File: src/rtl/program_loader.sv
// Boot-time loader: streams a program image into CPU memory from address 0,
// verifies a trailing 8-bit checksum, then releases the CPU from reset.
module program_loader #(
  parameter int ADDR_W = 6,
  parameter int DATA_W = 8,
  parameter int DEPTH  = 64
) (
  input  logic              clk,
  input  logic              resetn,
  input  logic              start,
  input  logic [ADDR_W:0]   load_len,
  input  logic              in_valid,
  input  logic [DATA_W-1:0] in_data,
  output logic              in_ready,
  output logic              mem_we,
  output logic [ADDR_W-1:0] mem_addr,
  output logic [DATA_W-1:0] mem_wdata,
  output logic              cpu_resetn,
  output logic              busy,
  output logic              done,
  output logic              err
);

  typedef enum logic [2:0] {IDLE, LOAD, CHECK, RUN, FAIL} state_t;

  localparam logic [ADDR_W:0] MAX_LEN = (ADDR_W+1)'(DEPTH);

  state_t            state;
  logic [ADDR_W:0]   cnt;
  logic [ADDR_W:0]   len;
  logic [DATA_W-1:0] sum;
  logic [DATA_W-1:0] sum_nxt;
  logic              len_ok;
  logic              xfer;

  assign len_ok  = (load_len != '0) && (load_len <= MAX_LEN);
  assign xfer    = in_valid && in_ready;
  assign sum_nxt = sum + in_data;

  // Outputs are registered next to the state so none depends combinationally
  // on an input; each transition sets the full output set of the target state.
  always_ff @(posedge clk or negedge resetn) begin
    if (!resetn) begin
      state      <= IDLE;
      cnt        <= '0;
      len        <= '0;
      sum        <= '0;
      mem_we     <= 1'b0;
      mem_addr   <= '0;
      mem_wdata  <= '0;
      cpu_resetn <= 1'b0;
      in_ready   <= 1'b0;
      busy       <= 1'b0;
      done       <= 1'b0;
      err        <= 1'b0;
    end else begin
      mem_we <= 1'b0;
      unique case (state)
        IDLE, RUN, FAIL: begin
          if (start) begin
            cpu_resetn <= 1'b0;
            done       <= 1'b0;
            if (len_ok) begin
              state    <= LOAD;
              len      <= load_len;
              cnt      <= '0;
              sum      <= '0;
              in_ready <= 1'b1;
              busy     <= 1'b1;
              err      <= 1'b0;
            end else begin
              state    <= FAIL;
              in_ready <= 1'b0;
              busy     <= 1'b0;
              err      <= 1'b1;
            end
          end
        end
        LOAD: begin
          if (xfer) begin
            mem_we    <= 1'b1;
            mem_addr  <= cnt[ADDR_W-1:0];
            mem_wdata <= in_data;
            sum       <= sum_nxt;
            cnt       <= cnt + 1'b1;
            if (cnt == len - 1'b1) state <= CHECK;
          end
        end
        CHECK: begin
          if (xfer) begin
            in_ready <= 1'b0;
            busy     <= 1'b0;
            if (sum_nxt == '0) begin
              state      <= RUN;
              done       <= 1'b1;
              cpu_resetn <= 1'b1;
            end else begin
              state <= FAIL;
              err   <= 1'b1;
            end
          end
        end
        default: begin
          state      <= IDLE;
          cpu_resetn <= 1'b0;
          in_ready   <= 1'b0;
          busy       <= 1'b0;
          done       <= 1'b0;
          err        <= 1'b0;
        end
      endcase
    end
  end

endmodule

File: config.mk
export PLATFORM = sky130hd
export DESIGN_NAME = program_loader
export DESIGN_NICKNAME = d
export VERILOG_FILES = /design/src/rtl/program_loader.sv
export SDC_FILE = /design/constraint.sdc
export NUM_CORES = 1
export LEC_CHECK = 0
export CAP_MARGIN = 15
export CORE_MARGIN = 3
export CORE_UTILIZATION = 50
export DETAILED_ROUTE_END_ITERATION = 16
export DONT_BUFFER_PORTS = 1
export SLEW_MARGIN = 5
export SYNTH_ARGS = -nofsm -noshare
export SYNTH_HDL_FRONTEND = slang
export SYNTH_SLANG_ARGS = --single-unit
File: constraint.sdc
create_clock -name clk -period 3.4 [get_ports clk]
set_input_delay 0.68 -clock clk [delete_from_list [all_inputs] [get_ports clk]]
set_output_delay 0.68 -clock clk [all_outputs]
set_load 0.1 [all_outputs]
==> impl_metrics.toml <==
[global_routing]
grt_max_degree = 44
grt_overflow = 0
grt_pass1_vias = 1634
grt.total_usage_pct = 18.17
grt_first_pass_wirelength_um = 7872
antenna_found_initial = 0

[timing]
drv_slew = 0
rsz0062_at_grt = "false"
tns_ps = 0
setup_viol = 0
finalCriticalPeriod_ps = 2686
fmax_mhz = 372.2
finalHoldViolations = 0
fin_crit_sh_pct = 79.01
relSlewSlack_pct = 36.72
tightest_slew_ps = 949.2
skew_ps = 6.390

[yosys]
syn_area_mm2 = 0.002416
async_flop_share_pct = 100.0
ys_seq_area_share_pct = 44.54
synth_top_flop_cell = "dfrtp_1"
synth_cell_types = 49
synthCells = 257
synth-seq-cells = 43
postSynthAreaPerCell_um2 = 9.401
yosysWarnings = 0
synth_fp_nets = 286
synth_edf_count = 0

[worst_setup_path]
crit_arrival_ps = 2910
reg2reg_depth = 9
critPathRequiredTime_ps = 3620
worstPathMaxFanout = 3
critPathLaunchType = "flip-flop"
cp_num_buf_inv = 0
critPathTopFamily = "simple AND/OR/NAND/NOR gates"
criticalPathCategory = "flip-flop to flip-flop"
rrSetupSlack_ps = 710
slowest_delay_ps = 510
worst_path_max_delay_cell = "or4b_1"
r2r-end = "state[0]$_DFFE_PN0P_"
endpoint_kind = "flip-flop"
cp_cell_sequence = "ha_1 -> fa_1 -> a211oi_1 -> o21bai_1 -> a21oi_1 -> xor2_1 -> nand4_1 -> or4b_1 -> o211ai_1"
r2r_start = "sum[0]$_DFFE_PN0P_"

[layout]
synthToLayoutAreaGrowth_pct = 4.039
final_cell_mix = "nand2_1, dfrtp_1, o21ai_0, xor2_1, a21oi_1"
insertedDiodeCount = 0
drive_gt1_share_pct = 10.20
fin_area_mm2 = 0.002514
layout.nets = 283
layout_commonest_cell = "nand2_1"

[placed_design]
portBuffers = 0
gp_congestion = 0.7758
hpwl_um = 3306
placed_cell_area_mm2 = 0.002410

[power]
power.switching_w = 0.001235
combPwrFrac_pct = 34.1
pwr-share-seq_pct = 51.2
power.leakage_nw = 1.174
ir_worst_vdd_mv = 0.4747
power_frac_clock_pct = 14.7
internal_power_w = 0.001206
power_density_mw_per_mm2 = 971.2
power.share.switching_pct = 50.58

[routing]
drt_pass1_iterations = 5
drc_errors = 0
wl_per_cell_um = 15.33
num_vias = 1745
drtIter0Drc = 83
vias_per_cell = 5.684
routed_wl_um = 4707
ant_nets = 0

[cts]
holdBufCountCts = 0
cts_resized = 0
clk_path_buf_depth = 2
clkTransAtPathRegs_ps = 80
clockRootBuffer = "clkbuf_8"
cts_tree = "done"
post_cts_buffers = 0
htreeDepth = 2
clk_latency_ps = 300
numCtsBuffers = 5
cts.sinks = 43

[run]
cap_violations = 0

[die]
core_area_mm2 = 0.004504
fp.dieArea_mm2 = 0.005703
rows = 24
io-pin-count = 39
start_util_pct = 53.64
dieHeight_um = 75.52
fp.dieW_um = 75.52

[outcome]
outcome = "finished clean"

[worst_hold_path]
hp-class = "input port to asynchronous set/reset pin"
## layer usage
metal	GRT usage, %	part of all wire, %
met5	0	0
met4	7.573	1.3
met3	4.090	5.8
met2	24.64	40
met1	27.60	53
## state kept, by name, indices dropped and copies added (netlist names)
register   cells
mem_we         1
cnt            7
busy           1
state          3
err            1
sum            8
done           1
mem_addr       6
mem_wdata      8
len            7
## power by group through the flow
stage	logic [W]	clock network, W	registers, W
global route	0.000933	0.000390	0.00128
finish	0.000834	0.000358	0.00125
global placement	0.000817	0	0.00126
CTS	0.000834	0.000368	0.00125
detailed placement	0.000826	0	0.00126
floorplan	0.000722	0	0.00124
## Yosys cell counts (2+ instances only)
cell	count	area, µm²
or4b_1	2	20.02
a21o_1	4	30.03
a211oi_1	2	15.01
buf_4	3	22.52
dfrtp_1	43	1076
o22ai_1	3	18.77
mux2_4	2	30.03
buf_6	3	33.78
o211ai_1	2	15.01
o31ai_1	2	15.01
nand2_1	69	259.0
nand4_1	4	25.02
o21a_1	4	30.03
xnor2_1	9	78.83
a21oi_1	10	50.05
nor3_1	6	30.03
or3_1	4	25.02
clkbuf_1	5	18.77
buf_2	2	10.01
o21ai_0	17	85.08
xor2_1	10	87.58
inv_1	6	22.52
nor2_1	9	33.78
ha_1	9	112.6
mux2_2	3	33.78
## layout make-up
cell class                 instances  area, µm²
clock buffer                       7      96.34
clock inverter                     1      7.507
fill                             391       1991
inverter                           7      27.53
multi-input combinational        193       1209
sequential                        43       1079
tap                               52      65.06
timing repair buffer               4      30.03
## metrics by stage
stage	std cells	setup WS, ps	power (W)	hold slack, ps	utilization (%)
finish	307	713.6	0.002441	62.22	55.81
global route	307	463.2	0.002602	45.02	55.81
CTS	307	695.3	0.002452	57.69	55.81
detailed placement	299	404.5	0.002088	385.5	53.50
global placement	299	455.7	0.002079	385.5	53.50
floorplan	257	653.7	0.001958	384.4	-
## how the worst max path moves through the flow
stage               depth (start not counted)                from                   end  slack [ps]
global placement                            9          in_data[0]       err$_DFFE_PN0P_         460
detailed placement                          9          in_data[0]       err$_DFFE_PN0P_         400
floorplan                                   9          in_data[0]  state[0]$_DFFE_PN0P_         650
global route                                9  sum[0]$_DFFE_PN0P_       err$_DFFE_PN0P_         460
CTS                                         9  sum[0]$_DFFE_PN0P_       err$_DFFE_PN0P_         700
finish                                      9  sum[0]$_DFFE_PN0P_  state[0]$_DFFE_PN0P_         710
## kinds of logic (layout without fill, tap and decap cells)
| group | count (synthesis) | in the layout | synth area share, % |
|---|---|---|---|
| AO/OA/AOI/OAI | 56 | 56 | 15.69 |
| XOR/XNOR | 19 | 19 | 6.888 |
| adder cells (fa/ha/maj) | 10 | 10 | 5.489 |
| buffers and inverters | 21 | 19 | 5.437 |
| flip-flops | 43 | 43 | 44.54 |
| multiplexers | 6 | 6 | 3.055 |
| AND/OR/NAND/NOR | 102 | 102 | 18.90 |
No activity file was read; power rests on OpenSTA's default activity.
